<file path="config.mk">
export PLATFORM = sky130hd
export DESIGN_NAME = stream_demux_n
export DESIGN_NICKNAME = d
export VERILOG_FILES = /design/src/rtl/stream_demux_n_pkg.sv /design/src/rtl/stream_demux_n_onehot_dec.sv /design/src/rtl/stream_demux_n.sv
export SDC_FILE = /design/constraint.sdc
export NUM_CORES = 1
export LEC_CHECK = 0
export ABC_AREA = 1
export BUFFER_PORTS_ARGS = -buffer_cell sky130_fd_sc_hd__buf_4
export CAP_MARGIN = 20
export CORE_MARGIN = 2
export CORE_UTILIZATION = 40
export CTS_CLUSTER_DIAMETER = 150
export DETAILED_ROUTE_END_ITERATION = 7
export MAX_ROUTING_LAYER = met4
export PLACE_DENSITY = 0.71
export SLEW_MARGIN = 40
export SYNTH_ARGS = -nofsm -noshare
export SYNTH_HDL_FRONTEND = slang
export SYNTH_SLANG_ARGS = --single-unit
</file>
<file path="constraint.sdc">
create_clock -name clk -period 2.9 [get_ports clk]
set_input_delay 0.435 -clock clk [delete_from_list [all_inputs] [get_ports clk]]
set_output_delay 0.435 -clock clk [all_outputs]
set_load 0.01 [all_outputs]
</file>
<file path="src/rtl/stream_demux_n_pkg.sv">
// Shared types and constants for the stream_demux_n block.
package stream_demux_pkg;

  localparam int STATE_W = 2;

  // Packet-tracking states of the input side.
  typedef enum logic [STATE_W-1:0] {
    ST_IDLE  = 2'd0,  // no open packet, next beat is a first beat
    ST_ROUTE = 2'd1,  // packet locked to cur_sel
    ST_DROP  = 2'd2   // discarding a packet with an out-of-range select
  } state_e;

endpackage : stream_demux_pkg

</file>
<file path="src/rtl/stream_demux_n_onehot_dec.sv">
// Enabled binary-to-one-hot decoder, SEL_W bits to N lines; N need not be a power of 2.
module onehot_dec #(
  parameter int N     = 8,
  parameter int SEL_W = $clog2(N)
) (
  input  logic [SEL_W-1:0] sel_i,
  input  logic             en_i,
  output logic [N-1:0]     dec_o
);

  // Drive line i when enabled and the select equals i; codes >= N light nothing.
  always_comb begin
    dec_o = '0;
    for (int i = 0; i < N; i++) begin
      if (en_i && (sel_i == i[SEL_W-1:0])) begin
        dec_o[i] = 1'b1;
      end else begin
        dec_o[i] = 1'b0;
      end
    end
  end

endmodule : onehot_dec

</file>
<file path="src/rtl/stream_demux_n.sv">
// 1-to-N valid/ready packet demultiplexer with a single registered output stage.
// The channel is chosen by in_sel on a packet's first beat; packets whose select
// is out of range are swallowed whole and counted in a saturating drop counter.
module stream_demux_n
  import stream_demux_pkg::*;
#(
  parameter int WIDTH = 8,
  parameter int N     = 8,
  parameter int SEL_W = $clog2(N),
  parameter int CNT_W = 8
) (
  input  logic             clk,
  input  logic             rst,
  input  logic             in_valid,
  output logic             in_ready,
  input  logic [WIDTH-1:0] in_data,
  input  logic             in_last,
  input  logic [SEL_W-1:0] in_sel,
  output logic [N-1:0]     out_valid,
  input  logic [N-1:0]     out_ready,
  output logic [WIDTH-1:0] out_data,
  output logic             out_last,
  output logic [CNT_W-1:0] drop_cnt,
  output logic             busy
);

  state_e             state_q,    state_d;
  logic [SEL_W-1:0]   cur_sel_q,  cur_sel_d;
  logic               o_full_q,   o_full_d;
  logic [SEL_W-1:0]   o_sel_q,    o_sel_d;
  logic [WIDTH-1:0]   o_data_q,   o_data_d;
  logic               o_last_q,   o_last_d;
  logic [CNT_W-1:0]   drop_cnt_q, drop_cnt_d;

  logic               drain_s;
  logic               accept_s;
  logic               sel_ok_s;
  logic               load_s;
  logic [SEL_W-1:0]   load_sel_s;

  // Per-channel valid: only the channel held in the output register can be valid.
  onehot_dec #(
    .N     (N),
    .SEL_W (SEL_W)
  ) u_dec (
    .sel_i (o_sel_q),
    .en_i  (o_full_q),
    .dec_o (out_valid)
  );

  // Handshake terms; ready of channels other than o_sel is masked by out_valid.
  always_comb begin
    drain_s  = |(out_valid & out_ready);
    sel_ok_s = (32'(in_sel) < 32'(N));
    if (state_q == ST_DROP) begin
      in_ready = 1'b1;
    end else begin
      in_ready = !o_full_q || drain_s;
    end
    accept_s = in_valid && in_ready;
  end

  // Packet FSM: decides where each accepted beat goes and counts dropped packets.
  always_comb begin
    state_d    = state_q;
    cur_sel_d  = cur_sel_q;
    drop_cnt_d = drop_cnt_q;
    load_s     = 1'b0;
    load_sel_s = cur_sel_q;
    case (state_q)
      ST_IDLE: begin
        if (accept_s) begin
          if (sel_ok_s) begin
            load_s     = 1'b1;
            load_sel_s = in_sel;
            if (!in_last) begin
              state_d   = ST_ROUTE;
              cur_sel_d = in_sel;
            end else begin
              state_d   = ST_IDLE;
            end
          end else begin
            if (drop_cnt_q != {CNT_W{1'b1}}) begin
              drop_cnt_d = drop_cnt_q + CNT_W'(1);
            end else begin
              drop_cnt_d = drop_cnt_q;
            end
            if (!in_last) begin
              state_d = ST_DROP;
            end else begin
              state_d = ST_IDLE;
            end
          end
        end else begin
          state_d = ST_IDLE;
        end
      end
      ST_ROUTE: begin
        if (accept_s) begin
          load_s     = 1'b1;
          load_sel_s = cur_sel_q;
          if (in_last) begin
            state_d = ST_IDLE;
          end else begin
            state_d = ST_ROUTE;
          end
        end else begin
          state_d = ST_ROUTE;
        end
      end
      ST_DROP: begin
        if (accept_s && in_last) begin
          state_d = ST_IDLE;
        end else begin
          state_d = ST_DROP;
        end
      end
      default: begin
        state_d = ST_IDLE;
      end
    endcase
  end

  // Output register: a load wins over a drain so both can happen in one cycle.
  always_comb begin
    o_full_d = o_full_q;
    o_sel_d  = o_sel_q;
    o_data_d = o_data_q;
    o_last_d = o_last_q;
    if (load_s) begin
      o_full_d = 1'b1;
      o_sel_d  = load_sel_s;
      o_data_d = in_data;
      o_last_d = in_last;
    end else if (drain_s) begin
      o_full_d = 1'b0;
    end else begin
      o_full_d = o_full_q;
    end
  end

  // State and datapath registers with asynchronous active-high reset.
  always_ff @(posedge clk or posedge rst) begin
    if (rst) begin
      state_q    <= ST_IDLE;
      cur_sel_q  <= '0;
      o_full_q   <= 1'b0;
      o_sel_q    <= '0;
      o_data_q   <= '0;
      o_last_q   <= 1'b0;
      drop_cnt_q <= '0;
    end else begin
      state_q    <= state_d;
      cur_sel_q  <= cur_sel_d;
      o_full_q   <= o_full_d;
      o_sel_q    <= o_sel_d;
      o_data_q   <= o_data_d;
      o_last_q   <= o_last_d;
      drop_cnt_q <= drop_cnt_d;
    end
  end

  assign out_data = o_data_q;
  assign out_last = o_last_q;
  assign drop_cnt = drop_cnt_q;
  assign busy     = (state_q != ST_IDLE) || o_full_q;

endmodule : stream_demux_n

</file>
After elaboration in Yosys (flattened, before gate mapping)
Index checks and enable logic that the tools add are counted.
W data, S select, Z words.
Cells by class
  multiplexer cells: 20
  bitwise gates (word level): 2
  eq/ne operators: 9
  reduce and logical (&&, ||, !) cells: 20
Operators with widths (count)
  $mux W1: 14
  $eq A3 B3 Y1 const B: 4
  $logic_and A1 B1 Y1: 10
  $and A8 B8 Y8: 1
  $reduce_or A8 Y1: 1
  $eq A3 B2 Y1 const B: 2
  $mux W2: 3
  $mux W3: 2
  $pmux W2 S3: 1
  $reduce_bool A2 Y1: 2
  $eq A3 B1 Y1 const B: 1
  $logic_not A3 Y1: 1
  $reduce_and A3 Y1: 1
  $eq A2 B1 Y1 const B: 1
  $eq A2 B2 Y1 const B: 1
  $logic_not A2 Y1: 1
  $logic_or A1 B1 Y1: 2
  $reduce_or A2 Y1: 1
  $logic_not A1 Y1: 1
  $not A1 Y1: 1
Storage, ports and cells
  input bits: 23
  flip-flop bits (word level): 18
  word-level logic and storage cells: 57
  output and inout port bits: 27

Longest topological paths before layout
Gate-level depths: netlist (run 1).
  depth after elaboration: 11
  gate-level depth with buffers: 10
  depth with buffers taken out: 10

Modules after synthesis
From an unflattened synthesis (run 1), not the netlist that was laid out.
Second synthesis, totals
  cell total of the unflattened synthesis: 137
  area, all modules: 991.0 um^2
Modules (own cells, without submodules)
  stream_demux_n: sequential area each 450.4 um^2, cells an instance 120, area an instance 927.1 um^2, times used 1
  onehot_dec: sequential area each 0.0 um^2, cells an instance 17, area an instance 63.8 um^2, times used 1

Worst setup path after synthesis (run 1)
OpenSTA, ideal clock, no wires.
  kind: register to register
  start point: reg o_sel_q[2]
  end point: reg o_sel_q[1]
  path buffers: 1
  cell stages (with the launch flop): 11
  path slack: 1.494 ns
  data arrival time: 1.290 ns
  clock period less this slack: 1.406 ns
  data required time: 2.784 ns
  library setup time: 0.116 ns
  cell sequence: dfrtp_1 > nand2_2 > nor2_2 > nand2_1 > nand2_1 > nor2_2 > nand3_4 > nand3_4 > buf_6 > nand2_1 > nand2_1
Between the ends
  word-level cells in the longest chain between the ends: 10
  elaborated cells on any way between the ends: 33
  classes of those cells: eq/ne: 7; mux: 13; bitwise: 1; reduce/logical: 12
Ends and longest elaborated chain
  start: declaration: RTL line stream_demux_n.sv:30  | logic [SEL_W-1:0] o_sel_q, o_sel_d;
  start signal: assignment: RTL line stream_demux_n.sv:156  | o_sel_q <= o_sel_d;
  $eq A3 B3 Y1 *: RTL line stream_demux_n_onehot_dec.sv:15  | if (en_i && (sel_i == i[SEL_W-1:0])) begin
  $logic_and A1 B1 Y1 *: RTL line stream_demux_n_onehot_dec.sv:15
  $mux W1 *: RTL line stream_demux_n_onehot_dec.sv:15
  named net out_valid[7]: RTL line stream_demux_n.sv:19  | output logic [N-1:0] out_valid,
  $and A8 B8 Y8 *: RTL line stream_demux_n.sv:53  | drain_s = |(out_valid & out_ready);
  $reduce_or A8 Y1 *: RTL line stream_demux_n.sv:53
  $logic_or A1 B1 Y1 *: RTL line stream_demux_n.sv:58  | in_ready = !o_full_q || drain_s;
  $mux W1 *: RTL line stream_demux_n.sv:55  | if (state_q == ST_DROP) begin
  named net in_ready: RTL line stream_demux_n.sv:15  | output logic in_ready,
  $logic_and A1 B1 Y1 *: RTL line stream_demux_n.sv:60  | accept_s = in_valid && in_ready;
  $mux W3 or $mux W1 (tied branches): RTL line stream_demux_n.sv:72  | if (accept_s) begin
  $mux W3 or $mux W1 (tied branches)
Mark *: on every way through the listed nets, which the timed path passes. The rest lies on a longest branch.
A chain may end at the register's enable or synchronous reset.

Worst setup path in the final report (run 1)
  start point: reg o_sel_q[1]
  end point: out in_ready
Between the ends
  word-level cells in the longest chain between the ends: 7
  elaborated cells on any way between the ends: 28
  classes of those cells: eq/ne: 7; mux: 9; bitwise: 1; reduce/logical: 11
Ends and longest elaborated chain (RTL line)
  $eq A3 B1 Y1, or another cell as far along: stream_demux_n_onehot_dec.sv:15
  $logic_and A1 B1 Y1: stream_demux_n_onehot_dec.sv:15
  $mux W1: stream_demux_n_onehot_dec.sv:15
  $and A8 B8 Y8 *: stream_demux_n.sv:53
  $reduce_or A8 Y1 *: stream_demux_n.sv:53
  $logic_or A1 B1 Y1 *: stream_demux_n.sv:58
  $mux W1 *: stream_demux_n.sv:55
  end: declaration: stream_demux_n.sv:15
Every way passes the cells marked *; elsewhere a longest branch is shown, timed or not.

==> impl_metrics.json, run 1 <==
{
  "fmax_mhz": 516.1,
  "cp.arrival_ps": 1500,
  "r2r_cells": 10,
  "worstSetupPathType": "reg -> out",
  "p_leak_nw": 0.7773,
  "cts_buffers": 3,
  "path_buf_inv": 2,
  "worst_pin_slew_ps": 678.5,
  "vias": 964,
  "wirelength_um": 2117,
  "cts_tree": "done",
  "cp_top_family": "simple AND/OR/NAND/NOR gates",
  "start_kind": "flop",
  "reg2reg_to": "out_data[1]",
  "cp.required_ps": 2470,
  "ys_seq_area_share_pct": 44.72,
  "die_x_um": 54.18,
  "grt-ovfl-total": 0,
  "port_buffers": 41,
  "yosys_warnings": 0,
  "cts-root-buf": "clkbuf_4",
  "crit_path_frequent_cell": "nand3_1",
  "areaGrowthSynthToFinish_pct": 32.05,
  "max_stage_delay_ps": 450,
  "rrSetupSlack_ps": 1290,
  "fin_worst_skew_ps": 11.19,
  "post_cts_resized": 0,
  "cts.clk_slew.worst_paths_ps": 100,
  "crit_cells": 7,
  "place_area_mm2": 0.001308,
  "total_power_w": 0.001206,
  "cts_max_path_buffers": 2,
  "hp-class": "in -> async",
  "vdd_drop_max_mv": 0.6004,
  "diodes": 0,
  "relSlewSlack_pct": 54.72,
  "die_h_um": 54.18,
  "ys_ff_latch": 18,
  "antenna_found_initial": 0,
  "cts_max_level": 1,
  "r2r_start": "o_sel_q[1]",
  "drt-initial-drc-count": 17,
  "grt_max_degree": 19,
  "clock_sink_count": 18,
  "crit_fanout": 6,
  "fin_area_mm2": 0.001330,
  "cap_violations": 0,
  "crit_chain": "inv_1 > nor2_1 > nand3_1 > nand3_1 > nor2_2 > nand3_4 > buf_4",
  "ant_nets": 0,
  "grt_pass1_vias": 876,
  "final.period_utilization_pct": 66.81,
  "postCtsSetupBuffers": 0,
  "cp-end-kind": "primary output",
  "fin_nets": 206,
  "cts_hold_buf": 0,
  "netlist_area_mm2": 0.001007,
  "startpoint": "o_sel_q[1]",
  "setup_violations": 0,
  "firstDrtPassIters": 4,
  "grt_setup_unrepaired": "false",
  "pin_count": 50,
  "finalCriticalPeriod_ps": 1937,
  "syn_inst": 139,
  "slowest_stage": "dfrtp_1",
  "syn_area_per_cell_um2": 7.246,
  "via_per_inst": 4.569,
  "rows": 18,
  "initial_utilization_pct": 41.41,
  "hpwlAfterDp_um": 1704,
  "gp_congestion": 0.7141,
  "power_density_mw_per_mm2": 907.1,
  "die-area_mm2": 0.002935,
  "drv_slew": 0,
  "drive_gt1_share_pct": 30.39,
  "synth_cell_types": 16,
  "status": "complete, no violations",
  "wl_per_cell_um": 10.03,
  "endpoint": "in_ready",
  "coreArea_mm2": 0.002432,
  "post-route-util_pct": 54.68,
  "clock_latency_ps": 290,
  "grtUsageTotal_pct": 16.86,
  "fin_tns_setup_ps": 0,
  "hold_viol_final": 0,
  "drc": 0,
  "grt_pass1_wl_um": 3498
}
## metal layers
| layer | vias to the layer above | share of wire, % | global-route usage [%] |
|---|---|---|---|
| li1 | 487 | - | - |
| met1 | 438 | 43 | 19.30 |
| met2 | 37 | 48 | 29.32 |
| met3 | 2 | 7.5 | 3.611 |
| met4 | 0 | 0.99 | 5.000 |
| met5 | - | 0 | - |
## cell usage in the layout (no fill, tap or decap)
| master | Yosys | routed |
|---|---|---|
| nand3_4 | 2 | 2 |
| nor2_2 | 4 | 4 |
| nand4_1 | 2 | 2 |
| nand2_1 | 56 | 56 |
| nand2_2 | 1 | 1 |
| or2_2 | 1 | 1 |
| dfrtp_1 | 18 | 18 |
| clkbuf_4 | 0 | 3 |
| inv_2 | 2 | 2 |
| inv_1 | 13 | 13 |
| buf_4 | 8 | 41 |
| conb_1 | 1 | 8 |
| nand3_2 | 1 | 1 |
| nand3_1 | 7 | 7 |
| nor2_1 | 20 | 20 |
| o21ai_0 | 2 | 2 |
## cell usage after synthesis, drive strengths merged
cell / n / share of area (%)
nand4: 2 / 1.2
buf: 9 / 7.1
dfrtp: 18 / 45
nor2: 24 / 9.9
inv: 15 / 5.6
o21ai: 2 / 0.99
nand2: 57 / 21
conb: 1 / 0.37
or2: 1 / 0.62
nand3: 10 / 7.9
## where the power goes
| group | internal, W | total, W | switching (W) | leakage (nW) |
|---|---|---|---|---|
| registers | 0.000361 | 0.000441 | 0.0000796 | 0.225 |
| logic | 0.000275 | 0.000644 | 0.000369 | 0.538 |
| clock network | 0.0000483 | 0.000122 | 0.0000734 | 0.0138 |
| total | 0.000684 | 0.00121 | 0.000522 | 0.777 |
## through the flow
step | cells | worst slack, ps | hold WS [ps]
finish | 211 | 962.6 | 231.3
global placement | 208 | 1300 | 464.0
global route | 211 | 842.6 | 293.4
CTS | 211 | 956.9 | 263.4
detailed placement | 208 | 1286 | 470.6
floorplan | 146 | 1494 | 373.6
## registers in the layout, indices dropped and copies added (netlist names)
signal	count
out_data	8
cur_sel_q	3
o_sel_q	3
state_q	2
o_full_q	1
out_last	1
## cell type report
cell class	count	area, um2
clock buffer	3	22.52
fill	244	1102
inverter	15	56.30
multi-input combinational	104	455.4
sequential	18	450.4
tap	30	37.54
timing repair buffer	41	307.8
## kinds of logic (layout without fill, tap and decap cells)
logic type | after synthesis | count (layout) | share of synthesized area (%)
AOI/OAI and AO/OA | 2 | 2 | 0.9938
DFF | 18 | 18 | 44.72
other | 1 | 8 | 0.3723
and+or+nand+nor | 94 | 94 | 41.24
buffers and inverters | 24 | 59 | 12.67
## how the worst min path moves through the flow
stage	to	slack (ps)	cells after the start	startpoint
floorplan	cur_sel_q[0]	370	1	rst
global placement	cur_sel_q[1]	460	2	cur_sel_q[1]
detailed placement	out_data[2]	470	2	out_data[2]
CTS	out_last	260	2	rst
global route	out_last	290	2	rst
finish	cur_sel_q[2]	230	2	rst
## worst register-to-register path: cells and delay by family (launching register included)
kind | cells | cell delay, ps
and+or+nand+nor | 8 | 870
DFF | 1 | 440
buffers and inverters | 2 | 240
Power figures use the tool's default switching activity.
==> run 2: changes to the inputs <==
clock period = 1.9 ns   (was 2.9 ns; I/O delays follow)
==> impl_metrics.json, run 2 (same netlist as run 1, synthesis figures left out) <==
{
  "via_per_inst": 4.476,
  "cts-root-buf": "clkbuf_4",
  "grt_max_degree": 19,
  "diodes": 0,
  "areaGrowthSynthToFinish_pct": 34.04,
  "vdd_drop_max_mv": 0.7562,
  "die-area_mm2": 0.002935,
  "grt_pass1_wl_um": 3519,
  "die_x_um": 54.18,
  "wl_met1_um": 943,
  "wl_met2_um": 1006,
  "rows": 18,
  "cts_hold_buf": 0,
  "dpl.cell_count": 208,
  "fin_tns_setup_ps": 0,
  "hpwlAfterDp_um": 1692,
  "cp.arrival_ps": 1500,
  "cts_buffers": 3,
  "fin_nets": 206,
  "cap_violations": 0,
  "hp-class": "in -> async",
  "drv_slew": 0,
  "setup_violations": 0,
  "clock_sink_count": 18,
  "dr.max_layer_used": "met4",
  "grt-ovfl-total": 0,
  "final.period_utilization_pct": 94.12,
  "fillers": 226,
  "post_cts_resized": 0,
  "gp_congestion": 0.7666,
  "finalNonFillerCells": 212,
  "grt_setup_unrepaired": "false",
  "cts_max_level": 1,
  "cts.clk_slew.worst_paths_ps": 100,
  "status": "complete, no violations",
  "final_common_cell": "nand2_1",
  "fin_area_mm2": 0.001350,
  "coreArea_mm2": 0.002432,
  "worstSetupPathType": "reg -> out",
  "crit_fanout": 6,
  "ant_nets": 0,
  "vias": 949,
  "port_buffers": 41,
  "start_kind": "flop",
  "cp-end-kind": "primary output",
  "fin_worst_skew_ps": 3.858,
  "clock_latency_ps": 290,
  "mostFrequentLayoutCells": "nand2_1 (56), buf_4 (41), nor2_1 (20)",
  "fmax_mhz": 559.2,
  "wl_met3_um": 156,
  "hold_viol_final": 0,
  "postCtsSetupBuffers": 0,
  "place_area_mm2": 0.001308,
  "cp.required_ps": 1620,
  "grtUsageTotal_pct": 16.40,
  "cts_tree": "done",
  "finalCriticalPeriod_ps": 1788,
  "hold_slack_ps": 85.16,
  "power_density_mw_per_mm2": 1411,
  "drive_gt1_share_pct": 31.32,
  "initial_utilization_pct": 41.41,
  "drt-initial-drc-count": 16,
  "largest_reg_flops": 8,
  "die_h_um": 54.18,
  "p_leak_nw": 0.7887,
  "drc": 0,
  "cts_max_path_buffers": 2,
  "antenna_found_initial": 0,
  "pin_count": 50,
  "relSlewSlack_pct": 55.54,
  "firstDrtPassIters": 4,
  "worst_pin_slew_ps": 666.1,
  "grt_pass1_vias": 858,
  "wirelength_um": 2124,
  "wl_per_cell_um": 10.02
}
run 2: worst paths after layout:
check / startpoint / endpoint / slack [ps] / depth (start not counted)
worst max-delay path: o_sel_q[0] / in_ready / 110 / 7
worst min-delay path: rst / out_data[7] / 90 / 2
worst max register to register: o_full_q / out_data[2] / 300 / 10
worst min register to register: cur_sel_q[2] / cur_sel_q[2] / 500 / 2
max in group asynchronous: rst / o_sel_q[1] / 1350 / 2
min in group clk: in_data[6] / out_data[6] / 190 / 3
run 2: per-stage QoR:
step | setup WS, ps | total power [W] | util [%]
detailed placement | 340.1 | 0.001679 | 53.76
floorplan | 494.0 | 0.001304 | -
global route | 6.705 | 0.002083 | 55.50
CTS | 98.28 | 0.001917 | 55.25
global placement | 368.8 | 0.001658 | 53.76
finish | 111.7 | 0.001905 | 55.50
run 2: critical path, cell delays in order (launching register included):
cell	delay, ps
dfrtp_1	440
nand2_1	130
nor2_2	50
nand2_1	50
nand2_1	60
nor2_2	180
nand3_4	130
buf_4	170
run 2: where the power goes:
group	internal [W]	switching, W
registers	0.000552	0.000133
logic	0.000422	0.000566
clock network	0.000117	0.000115
run 2: area by class of cell:
type                    count  area [um2]  area share, %
multi-input cells         104       460.4          34.11
well taps                  30       37.54          2.780
repair buffers             41       307.8          22.80
clock buffers               4       36.28          2.688
inverters                  15       56.30          4.171
flip-flops and latches     18       451.7          33.46
run 2: layer usage:
layer / global-route usage (%) / vias up
met5: - / -
met4: 3.750 / 0
met3: 1.667 / 2
met2: 27.71 / 39
met1: 21.12 / 420
li1: - / 488
==> run 3: changes to the inputs <==
CORE_MARGIN = 1   (was 2)
CTS_BUF_LIST = sky130_fd_sc_hd__clkbuf_2 sky130_fd_sc_hd__clkbuf_4 sky130_fd_sc_hd__clkbuf_8   (was unset)
==> impl_metrics.json, run 3 (same netlist as run 1, synthesis figures left out) <==
{
  "status": "complete, no violations",
  "post-route-util_pct": 58.44,
  "vias": 941,
  "diodes": 0,
  "p_int_w": 0.001089,
  "combPwrFrac_pct": 52.2,
  "clock_latency_ps": 290,
  "hold_slack_ps": 88.00,
  "p_leak_nw": 0.7831,
  "port_buffers": 41,
  "grtUsageTotal_pct": 17.31,
  "cp-end-kind": "primary output",
  "cts_max_level": 1,
  "cts_max_path_buffers": 2,
  "cts.clk_slew.worst_paths_ps": 100,
  "vdd_drop_max_mv": 0.8936,
  "die_h_um": 52.18,
  "setup_violations": 0,
  "cp.required_ps": 1620,
  "setup_ws_ps": 97.47,
  "fin_nets": 206,
  "worst_pin_slew_ps": 685.4,
  "sw_frac_of_total_pct": 42.44,
  "cap_violations": 0,
  "wirelength_um": 2096,
  "areaGrowthSynthToFinish_pct": 33.29,
  "hpwlAfterDp_um": 1659,
  "grt_pass1_vias": 805,
  "p_sw_w": 0.0008035,
  "cts_tree": "done",
  "grt_pass1_wl_um": 3325,
  "wl_per_cell_um": 9.981,
  "fmax_mhz": 554.8,
  "crit_fanout": 5,
  "rows": 17,
  "cts-root-buf": "clkbuf_4",
  "initial_utilization_pct": 43.85,
  "clkPwrFrac_pct": 12.3,
  "clock_sink_count": 18,
  "worstSetupPathType": "reg -> out",
  "drt-initial-drc-count": 14,
  "coreArea_mm2": 0.002297,
  "cts_buffers": 3,
  "die-area_mm2": 0.002723,
  "postCtsSetupBuffers": 0,
  "hold_viol_final": 0,
  "gp_congestion": 0.7924,
  "pin_count": 50,
  "via_per_inst": 4.481,
  "fin_worst_skew_ps": 1.140,
  "grt-ovfl-total": 0,
  "finalCriticalPeriod_ps": 1803,
  "start_kind": "flop",
  "fin_tns_setup_ps": 0,
  "power_density_mw_per_mm2": 1410,
  "drc": 0,
  "final.period_utilization_pct": 94.87,
  "grt_setup_unrepaired": "false",
  "seq_power_share_pct": 35.5,
  "firstDrtPassIters": 4,
  "dp_slack_ps": 330.2,
  "die_x_um": 52.18,
  "ant_nets": 0,
  "grt_max_degree": 19,
  "final_common_cell": "nand2_1",
  "drv_slew": 0,
  "mostFrequentLayoutCells": "nand2_1 (56), buf_4 (41), nor2_1 (20)",
  "cp.arrival_ps": 1520,
  "relSlewSlack_pct": 54.26,
  "antenna_found_initial": 0,
  "largest_reg_flops": 8,
  "hp-class": "in -> async",
  "drive_gt1_share_pct": 31.32
}
run 3: cell count changes in the layout (fill, tap and decap cells not counted):
cell | previous run | this run
nand2_2 | 0 | 1
nand2_4 | 1 | 0
run 3: power groups by stage:
stage	clock, W	combinational (W)	sequential (W)
2_1_floorplan	0	0.000600	0.000704
3_3_place_gp	0	0.000977	0.000677
3_5_place_dp	0	0.000995	0.000679
4_1_cts	0.000247	0.000999	0.000672
5_1_grt	0.000259	0.00112	0.000697
6_report	0.000233	0.000988	0.000671
run 3: worst max-delay path: stages (launching register included):
cell     delay, ps
dfrtp_1        430
nand2_2        140
inv_2           60
nand3_1         70
nand2_1         60
nor2_2         180
nand3_4        130
buf_4          170
run 3: layout make-up:
class	instances	area, um2
fill	226	954.7
multi-input combinational	104	455.4
sequential	18	451.7
timing repair buffer	41	307.8
inverter	15	56.30
clock buffer	4	36.28
tap	28	35.03
run 3: final timing paths:
path                              start           end  slack (ps)  cells after the start
max                          o_sel_q[2]      in_ready         100                      7
min                                 rst  cur_sel_q[1]          90                      2
max reg2reg                  o_sel_q[2]   out_data[6]         320                     10
min reg2reg                cur_sel_q[0]  cur_sel_q[0]         490                      2
max in group asynchronous           rst    o_sel_q[0]        1330                      2
min in group clk             in_data[5]   out_data[5]         180                      3
run 3: through the flow:
step	total power, W	instance area, um2	cells
final	0.001893	1343	210
after global placement	0.001654	1305	206
after CTS	0.001918	1341	210
after floorplan	0.001304	1033	146
after global routing	0.002076	1343	210
after detailed placement	0.001674	1305	206
run 3: timing repair:
action,4_1_cts,5_1_grt
hold buffers,0,0
endpoints found under the setup margin,0,1
gates resized for setup,0,1
run 3: per-layer routing:
layer	track usage, %	part of all wire, %	wire length, um	vias up
met2	28.42	49	1032	31
met5	-	0	0	-
met1	20.26	44	925	415
met4	7.895	1.4	29	0
li1	-	-	-	491
met3	3.768	5.2	108	4
